File: config.mk
export PLATFORM = sky130hd
export DESIGN_NAME = mem_access_ctrl
export DESIGN_NICKNAME = d
export VERILOG_FILES = /design/src/rtl/mem_access_ctrl.sv
export SDC_FILE = /design/constraint.sdc
export NUM_CORES = 1
export LEC_CHECK = 0
export ABC_AREA = 1
export ABC_CLOCK_PERIOD_IN_PS = 1800
export CORE_MARGIN = 5
export CORE_UTILIZATION = 37
export CTS_BUF_LIST = sky130_fd_sc_hd__clkbuf_8
export DETAILED_ROUTE_END_ITERATION = 16
export PLACE_DENSITY = 0.79
export SLEW_MARGIN = 20
export SYNTH_ARGS = -nofsm -noshare
export SYNTH_HDL_FRONTEND = slang
export SYNTH_SLANG_ARGS = --single-unit
export TNS_END_PERCENT = 1
File: constraint.sdc
create_clock -name clk -period 1.8 [get_ports clk]
set_input_delay 0.27 -clock clk [delete_from_list [all_inputs] [get_ports clk]]
set_output_delay 0.27 -clock clk [all_outputs]
set_load 0.01 [all_outputs]
File: src/rtl/mem_access_ctrl.sv
// -----------------------------------------------------------------------------
// mem_access_ctrl
//
// Purpose:
//   Two-requester access controller for the 8-bit memory block. It arbitrates
//   read/write requests and runs each accepted request as an ADDR phase and
//   then a DATA phase. Each phase lasts PHASE_CYC cycles. A single RESP cycle
//   follows, which returns read data and a completion strobe to the owner.
//   Only one transaction is in flight at a time. Requests seen while busy are
//   ignored until the controller is back in IDLE.
//
// Configuration macro:
//   MEM_CTRL_RR_EN  defined   -> round-robin arbitration with a 1-bit pointer
//                   undefined -> fixed priority, requester 0 always wins
//
// Parameters:
//   AW         address width
//   DW         data width
//   PHASE_CYC  cycles each of ADDR and DATA is held (>= 1)
//
// Ports:
//   clk, rst                      clock (rising edge), async active-high reset
//   req_valid/req_wr/req_path     per-requester request, direction, path select
//   req_addr/req_wdata            packed per-requester address / write data
//   req_ready                     1-cycle accept pulse to the granted requester
//   rsp_valid/rsp_id/rsp_rdata    completion strobe, owner, read data (0 on wr)
//   mem_rdata                     data_out from the memory
//   mem_addr/mem_wdata            addr_in / data_in to the memory
//   rd_en/wr_en                   memory strobes
//   addrreg_en/addrbuff_en        address-phase path enables
//   datareg_en/databuff_en        data-phase path enables
//   busy                          controller is not in IDLE
// -----------------------------------------------------------------------------
module mem_access_ctrl #(
    parameter int AW        = 8,
    parameter int DW        = 8,
    parameter int PHASE_CYC = 1
) (
    input  logic            clk,
    input  logic            rst,
    input  logic [1:0]      req_valid,
    input  logic [1:0]      req_wr,
    input  logic [1:0]      req_path,
    input  logic [2*AW-1:0] req_addr,
    input  logic [2*DW-1:0] req_wdata,
    output logic [1:0]      req_ready,
    output logic            rsp_valid,
    output logic            rsp_id,
    output logic [DW-1:0]   rsp_rdata,
    input  logic [DW-1:0]   mem_rdata,
    output logic [AW-1:0]   mem_addr,
    output logic [DW-1:0]   mem_wdata,
    output logic            rd_en,
    output logic            wr_en,
    output logic            addrreg_en,
    output logic            addrbuff_en,
    output logic            datareg_en,
    output logic            databuff_en,
    output logic            busy
);

    localparam int CW = (PHASE_CYC < 1) ? 1 : $clog2(PHASE_CYC + 1);
    localparam logic [CW-1:0] LAST_CNT = CW'(PHASE_CYC - 1);

    typedef enum logic [1:0] {
        S_IDLE = 2'd0,
        S_ADDR = 2'd1,
        S_DATA = 2'd2,
        S_RESP = 2'd3
    } state_t;

    state_t          state_q, state_d;
    logic [CW-1:0]   cnt_q, cnt_d;

    // Transaction context captured at accept time
    logic            wr_q, wr_d;
    logic            path_q, path_d;
    logic            id_q, id_d;
    logic [AW-1:0]   addr_q, addr_d;
    logic [DW-1:0]   wdata_q, wdata_d;
    logic [DW-1:0]   rdata_q, rdata_d;

    logic            gnt_id;
    logic            accept;
    logic            phase_last;

    assign accept     = (state_q == S_IDLE) && (|req_valid);
    assign phase_last = (cnt_q == LAST_CNT);

    // -------------------------------------------------------------------------
    // Arbitration
    // -------------------------------------------------------------------------
`ifdef MEM_CTRL_RR_EN
    logic ptr_q, ptr_d;

    // With a single requester pending it wins outright. The pointer only
    // breaks ties when both are pending.
    always_comb begin
        if (req_valid == 2'b11) begin
            gnt_id = ptr_q;
        end else begin
            gnt_id = ~req_valid[0];
        end
    end

    always_comb begin
        ptr_d = ptr_q;
        if (accept) begin
            ptr_d = ~gnt_id;
        end
    end

    always_ff @(posedge clk or posedge rst) begin
        if (rst) begin
            ptr_q <= 1'b0;
        end else begin
            ptr_q <= ptr_d;
        end
    end
`else
    always_comb begin
        gnt_id = ~req_valid[0];
    end
`endif

    // -------------------------------------------------------------------------
    // Next-state and context capture
    // -------------------------------------------------------------------------
    always_comb begin
        state_d = state_q;
        cnt_d   = cnt_q;
        wr_d    = wr_q;
        path_d  = path_q;
        id_d    = id_q;
        addr_d  = addr_q;
        wdata_d = wdata_q;
        rdata_d = rdata_q;

        case (state_q)
            S_IDLE: begin
                if (accept) begin
                    state_d = S_ADDR;
                    cnt_d   = '0;
                    id_d    = gnt_id;
                    wr_d    = req_wr[gnt_id];
                    path_d  = req_path[gnt_id];
                    addr_d  = gnt_id ? req_addr[2*AW-1:AW]   : req_addr[AW-1:0];
                    wdata_d = gnt_id ? req_wdata[2*DW-1:DW] : req_wdata[DW-1:0];
                end
            end
            S_ADDR: begin
                if (phase_last) begin
                    state_d = S_DATA;
                    cnt_d   = '0;
                end else begin
                    cnt_d = cnt_q + CW'(1);
                end
            end
            S_DATA: begin
                if (phase_last) begin
                    state_d = S_RESP;
                    cnt_d   = '0;
                    // The memory output is only trusted on the final DATA cycle
                    rdata_d = wr_q ? '0 : mem_rdata;
                end else begin
                    cnt_d = cnt_q + CW'(1);
                end
            end
            S_RESP: begin
                state_d = S_IDLE;
            end
            default: begin
                state_d = S_IDLE;
            end
        endcase
    end

    always_ff @(posedge clk or posedge rst) begin
        if (rst) begin
            state_q <= S_IDLE;
            cnt_q   <= '0;
        end else begin
            state_q <= state_d;
            cnt_q   <= cnt_d;
        end
    end

    // Context registers are only observed through state-qualified outputs,
    // so they need no reset.
    always_ff @(posedge clk) begin
        wr_q    <= wr_d;
        path_q  <= path_d;
        id_q    <= id_d;
        addr_q  <= addr_d;
        wdata_q <= wdata_d;
        rdata_q <= rdata_d;
    end

    // -------------------------------------------------------------------------
    // Outputs, decoded from state so an async reset clears them at once
    // -------------------------------------------------------------------------
    always_comb begin
        req_ready   = 2'b00;
        rsp_valid   = 1'b0;
        rsp_id      = 1'b0;
        rsp_rdata   = '0;
        mem_addr    = '0;
        mem_wdata   = '0;
        rd_en       = 1'b0;
        wr_en       = 1'b0;
        addrreg_en  = 1'b0;
        addrbuff_en = 1'b0;
        datareg_en  = 1'b0;
        databuff_en = 1'b0;
        busy        = (state_q != S_IDLE);

        case (state_q)
            S_IDLE: begin
                // Gated so that requests presented during reset see no accept
                if (accept && !rst) begin
                    req_ready = gnt_id ? 2'b10 : 2'b01;
                end
            end
            S_ADDR: begin
                mem_addr    = addr_q;
                rd_en       = ~wr_q;
                wr_en       = wr_q;
                addrreg_en  = ~path_q;
                addrbuff_en = path_q;
            end
            S_DATA: begin
                // Address stays on the bus so the memory can complete the access
                mem_addr    = addr_q;
                mem_wdata   = wr_q ? wdata_q : '0;
                rd_en       = ~wr_q;
                wr_en       = wr_q;
                datareg_en  = ~path_q;
                databuff_en = path_q;
            end
            S_RESP: begin
                rsp_valid = 1'b1;
                rsp_id    = id_q;
                rsp_rdata = rdata_q;
            end
            default: begin
            end
        endcase
    end

endmodule
==> key figures <==
Cells and area
  – Area of the multi-input gates: 538 sq um
  – Commonest non-fill, non-tap cell in the layout: nand2_1
  – Fin util: 64.9%
  – Fillers: 363
  – Ratio of cells with drive above 1 in the final layout: 13.4%
  – Register Area: 861 sq um
  – Nets: 342
  – Commonest cells after routing, fill and taps aside: nand2_1 (79), clkdlybuf4s50_1 (46), inv_1 (43)
  – Diodes inserted: 0
  – Area grow syn2layout: 67.5%

Setup path
  – Register-to-register setup slack: 0.22 ns
  – WP data arrival: 1.46 ns
  – Crit path kind: register to output pin
  – Critical Path End Type: output pin
  – CP Max Fanout: 3
  – Critical Path RT: 1.53 ns
  – R2R Path End: state_q[0]
  – Reg2reg path depth: 7
  – CP Launch Type: register
  – Worst R2R Start: state_q[1]

Clock tree
  – Reg clk slew, reported paths: 0.06 ns
  – CTS sink cnt: 29
  – Hold buffers post-CTS: 0
  – CTS tree: yes
  – Worst-Skew Late Latency: 0.28 ns
  – H-Tree Depth: 2
  – Clk buf depth: 2
  – Num CTS Buffers: 5
  – Clk root buf: clkbuf_8

Synth
  – Post-Syn Nets: 245
  – Simple-gate share of the synthesized area: 27.7%
  – Mapped Cells: 192
  – Largest family of logic cells by synthesized area: simple AND/OR/NAND/NOR gates
  – Synthesized area per cell: 8.24 sq um
  – Yosys cell types: 14
  – Yosys warns: 0
  – Synth area leaders: edfxtp_1 (51%), nand2_1 (19%), inv_1 (10%)
  – Compound-Gate Fraction of Synth Area: 0%
  – Synth Register Bits: 29
  – Post-Syn Area: 0.00158 sq mm
  – Multiplexer area fraction after synthesis: 0%
  – Post-synthesis adder-cell area fraction: 3.95%
  – Area fraction of the dominant cell type after synthesis: 51.2%
  – Top cell type by total area after synthesis: edfxtp_1
  – XOR/XNOR share of the synthesized area: 0%
  – Sequential cell area fraction in the yosys report: 54.4%

Floorplanning
  – Die ar.: 0.00569 sq mm
  – Initial Utilization: 38.7%
  – Io pins: 83
  – Std-Cell Rows: 23
  – Die Span X: 75.4 microns
  – Core area: 0.00409 sq mm
  – Die height: 75.4 microns

GRT
  – First-pass GRT wire length: 6200 microns
  – Vias in the first global route: 1420
  – Grt total ovfl: 0
  – Largest net degree at the start of global routing: 19
  – Initial antenna violation count: 0
  – Total GRT Usage: 14.8%

STA
  – Slew @ Worst Pin: 0.273 ns
  – Hold Worst Slack: 0.324 ns
  – Ratio of final minimum period to clock period: 96.3%
  – Setup Viol. Count Final: 0
  – Slew HR: 81.8%
  – Final Skew: 0.00365 ns
  – Tmin final: 1.73 ns
  – Max Fclk: 577 MHz
  – Hold Vio Cnt, Final: 0
  – Unrepaired setup endpoints after global routing: yes
  – Final Slew Violations: 0
  – Final WS setup: 0.0659 ns

Route
  – Antenna viol nets, final: 0
  – DRT iter0 DRCs: 27
  – Vias: 1436
  – Vias/cell: 4.22
  – Final wirelength: 3890 microns
  – DRC violations left: 0
  – Pre-antenna DRT Iters: 6
  – Avg WL per Cell: 11.4 microns

Placed design
  – Post-DP HPWL: 3070 microns
  – Dpl ws: -0.212 ns
  – GP Congestion: 0.710
  – I/O Buffers: 82

Pwr
  – P_leak: 0.00146 uW
  – Max VDD drop: 666 uV
  – PwrDens: 1330 mW/mm^2

Job
  – Max-cap violations: 0

Hold path
  – Worst hold path class: primary input to asynchronous set/reset pin

Status
  – Run status: completed
[worst max-delay path: stages (launching register included)]
cell	delay, ns
dfrtp_1	0.38
buf_4	0.15
ha_2	0.19
buf_4	0.14
nand2_1	0.05
inv_1	0.04
clkdlybuf4s15_1	0.23
[kinds of logic after synthesis]
kind of cell             after synthesis
buffers and inverters                 51
AND/OR/NAND/NOR                      107
flip-flops                            29
adder cells (fa/ha/maj)                5
[layout make-up]
type | instances | share of cell area, %
Timing Repair Buffer | 97 | 33.6
Sequential cell | 29 | 32.5
Multi-Input combinational cell | 112 | 20.3
Inverter | 44 | 6.23
Clock buffer | 5 | 2.60
Clock inverter | 3 | 2.45
Tap cell | 50 | 2.36
[power by group]
part | switching [uW] | internal (uW) | total (uW) | leakage (uW)
clock network | 252 | 550 | 802 | 0.0000681
registers | 57.5 | 1000 | 1060 | 0.000279
logic | 867 | 789 | 1660 | 0.00111
[per-stage QoR]
| stage | setup TNS [ns] | std cells | total power [uW] | instance area [sq um] |
|---|---|---|---|---|
| 2_1_floorplan | 0 | 192 | 1840 | 1590 |
| 3_3_place_gp | -0.644 | 332 | 2820 | 2540 |
| 3_5_place_dp | -1.07 | 332 | 2860 | 2540 |
| 4_1_cts | -0.186 | 340 | 3580 | 2660 |
| 5_1_grt | -0.0345 | 340 | 3770 | 2650 |
| 6_report | 0 | 340 | 3520 | 2650 |
[cells in the mapped netlist (all sizes together)]
master  count
ha          5
buf         7
nand2      81
nand3       2
edfxtp     27
nor3        2
or2         1
inv        44
nor2       21
dfrtp       2
[sequential cells by signal, indices dropped and copies added, names as in the netlist]
| signal | flops |
|---|---|
| addr_q | 8 |
| id_q | 1 |
| path_q | 1 |
| rdata_q | 8 |
| state_q | 2 |
| wdata_q | 8 |
| wr_q | 1 |
[what timing repair did]
action                     4_1_cts  5_1_grt
buffers inserted                 0        0
setup endpoints to repair       35       10
resized for setup               43       15
pin swaps                        1        0
[worst max-delay path by stage]
stage / start / endpoint / slack (ns) / cells past startpoint
finish: state_q[1] / databuff_en / 0.07 / 6
global route: state_q[0] / mem_wdata[3] / -0.03 / 5
CTS: state_q[1] / mem_addr[5] / -0.19 / 5
detailed placement: req_valid[0] / req_ready[1] / -0.21 / 5
global placement: req_valid[0] / req_ready[0] / -0.16 / 4
floorplan: state_q[0] / addr_q[0] / 0.02 / 4
[layer usage]
metal	vias to the layer above	GRT usage, %	part of all wire (%)
met1	621	13.7	34
met5	-	0	0
met3	6	5.54	11
li1	753	-	-
met2	56	28.5	53
met4	0	6.41	1.7
Power figures use the tool's default switching activity.
==> edit, RTL diff (same settings) <==
`AW`: 8 -> 7.
--- a/src/rtl/mem_access_ctrl.sv
+++ b/src/rtl/mem_access_ctrl.sv
@@ -33,5 +33,5 @@
 // -----------------------------------------------------------------------------
 module mem_access_ctrl #(
-    parameter int AW        = 8,
+    parameter int AW        = 7,
     parameter int DW        = 8,
     parameter int PHASE_CYC = 1
Interface: changed (resized mem_addr and req_addr); port bits go from 83 to 80. No check against the original RTL was run, so the function may have changed too.
==> edit against the original RTL <==
First-iteration DRC count increased by 56%; worst setup slack got worse by 16 ps; sequential cell count is 1 lower; final area is 3.4% lower; synthesized area fell by 3.3%; synthesized cell count decreased by 3.1%; wire length fell by 4.2%; worst hold slack improved by 36 ps; via count down 2.9%; total power decreased by 6.4%; critical path type unchanged; largest power group unchanged.
==> edit: results <==
set metrics [dict create \
    status "completed" \
    ir_worst_vdd_v 0.000586 \
    cts_made_buffers 3 \
    drt-pass1-iter-count 4 \
    portBuffers 79 \
    power_leakage_nw 1.35 \
    ff2ff_setup_slack_ps 240 \
    synth.distinct_cells 16 \
    place_congestion 0.778 \
    synth-edff-count 26 \
    nets 334 \
    n_antenna_cell 0 \
    holdCritPathClass "in -> async" \
    cts_root_buf "clkbuf_8" \
    postRouteWirelength_mm 3.73 \
    arrival_ps 1480 \
    grt.total_usage 0.136 \
    layout-drive-gt1-share 0.156 \
    syn_nets 237 \
    synthTopCellsByCount "76 x nand2_1, 42 x inv_1, 26 x edfxtp_1, 20 x nor2_1, 5 x ha_1" \
    grt_max_degree 19 \
    antenna_found_initial 0 \
    reg.largest.list "rdata_q: 8 flops, wdata_q: 8 flops, addr_q: 7 flops" \
    finClkSkew_ps 3.04 \
    grt_pass1_wl_mm 5.76 \
    vias_per_cell 4.20 \
    h-tree-depth 1 \
    grt_pass1_vias 1335 \
    cp_max_fo 3 \
    path_clk_slew_ps 100 \
    relSlewSlack 0.818 \
    synthArstFlopShare 0.0714 \
    clock_latency_ps 270 \
    yosysSeqAreaShare 0.543 \
    drtIter0Drc 42 \
    synth-warning-count 0 \
    hold_slack_ps 360 \
    num-fill-cells 360 \
    dp_hpwl_mm 2.95 \
    grt-ovfl-total 0 \
    synthTopCellsByArea "edfxtp_1 51%, nand2_1 19%, inv_1 10%" \
    clk_path_buf_depth 2 \
]
## edit: changes by cell type after synthesis, sizes merged
| cell | delta |
|---|---|
| edfxtp | -1 |
| inv | -1 |
| nand2 | -4 |
## edit: final cells by class
type                            count  area share
Clock buffer                        3      0.0161
Clock inverter                      1      0.0117
Inverter                           43      0.0640
Multi-Input combinational cell    108       0.199
Sequential cell                    28       0.324
Tap cell                           50      0.0244
Timing Repair Buffer               99       0.360
## edit: metrics by stage
stage               setup TNS (ps)  cell area, sq um  std cells  worst slack, ps   util
floorplan                        0              1530        186             52.8      -
global placement              -376              2480        324             -126  0.620
detailed placement            -663              2480        324             -139  0.620
CTS                           -164              2520        328             -161  0.631
global route                 -28.4              2560        332            -15.1  0.641
finish                           0              2560        332             50.2  0.641
## edit: cell families (layout without fill, tap and decap cells)
group                      count (synthesis)  after routing  synth area share
DFF                                       28             28             0.543
adders and majority gates                  5              5            0.0409
buffers and inverters                     50            146             0.141
and+or+nand+nor                          103            103             0.275
## edit: critical path, stage by stage (launching register included)
cell	delay, ps
dfrtp_1	410
buf_4	150
ha_2	190
buf_4	140
nand2_1	50
inv_1	40
clkdlybuf4s15_1	220
## edit: path summary, 6_finish.rpt
kind                       depth (start not counted)                    from                  endpoint
max                                                6  state_q[1]$_DFFE_PP0P_               databuff_en
min                                                3                     rst    state_q[0]$_DFFE_PP0P_
max reg2reg                                        7  state_q[1]$_DFFE_PP0P_    state_q[0]$_DFFE_PP0P_
min reg2reg                                        3  state_q[0]$_DFFE_PP0P_    state_q[0]$_DFFE_PP0P_
max in group asynchronous                          3                     rst    state_q[1]$_DFFE_PP0P_
min in group clk                                   3            mem_rdata[5]  rdata_q[5]$_SDFFCE_PP0P_
## edit: timing repair
| action | CTS | global route |
|---|---|---|
| buffers inserted | 0 | 4 |
| setup endpoints to repair | 34 | 23 |
| resized for setup | 39 | 37 |
| cloned | 0 | 0 |
| pin swaps | 0 | 1 |
## edit: power breakdown
group	total [W]	switching, W	internal [W]
Sequential	0.00103	0.0000675	0.000965
Combinational	0.00176	0.000859	0.000898
Clock	0.000501	0.000203	0.000298
Total	0.00329	0.00113	0.00216
## edit: per-layer routing
metal / track usage / routed length [um]
met1: 0.139 / 1350
met5: 0 / 0
met2: 0.263 / 1940
met3: 0.0446 / 402
met4: 0.0415 / 35
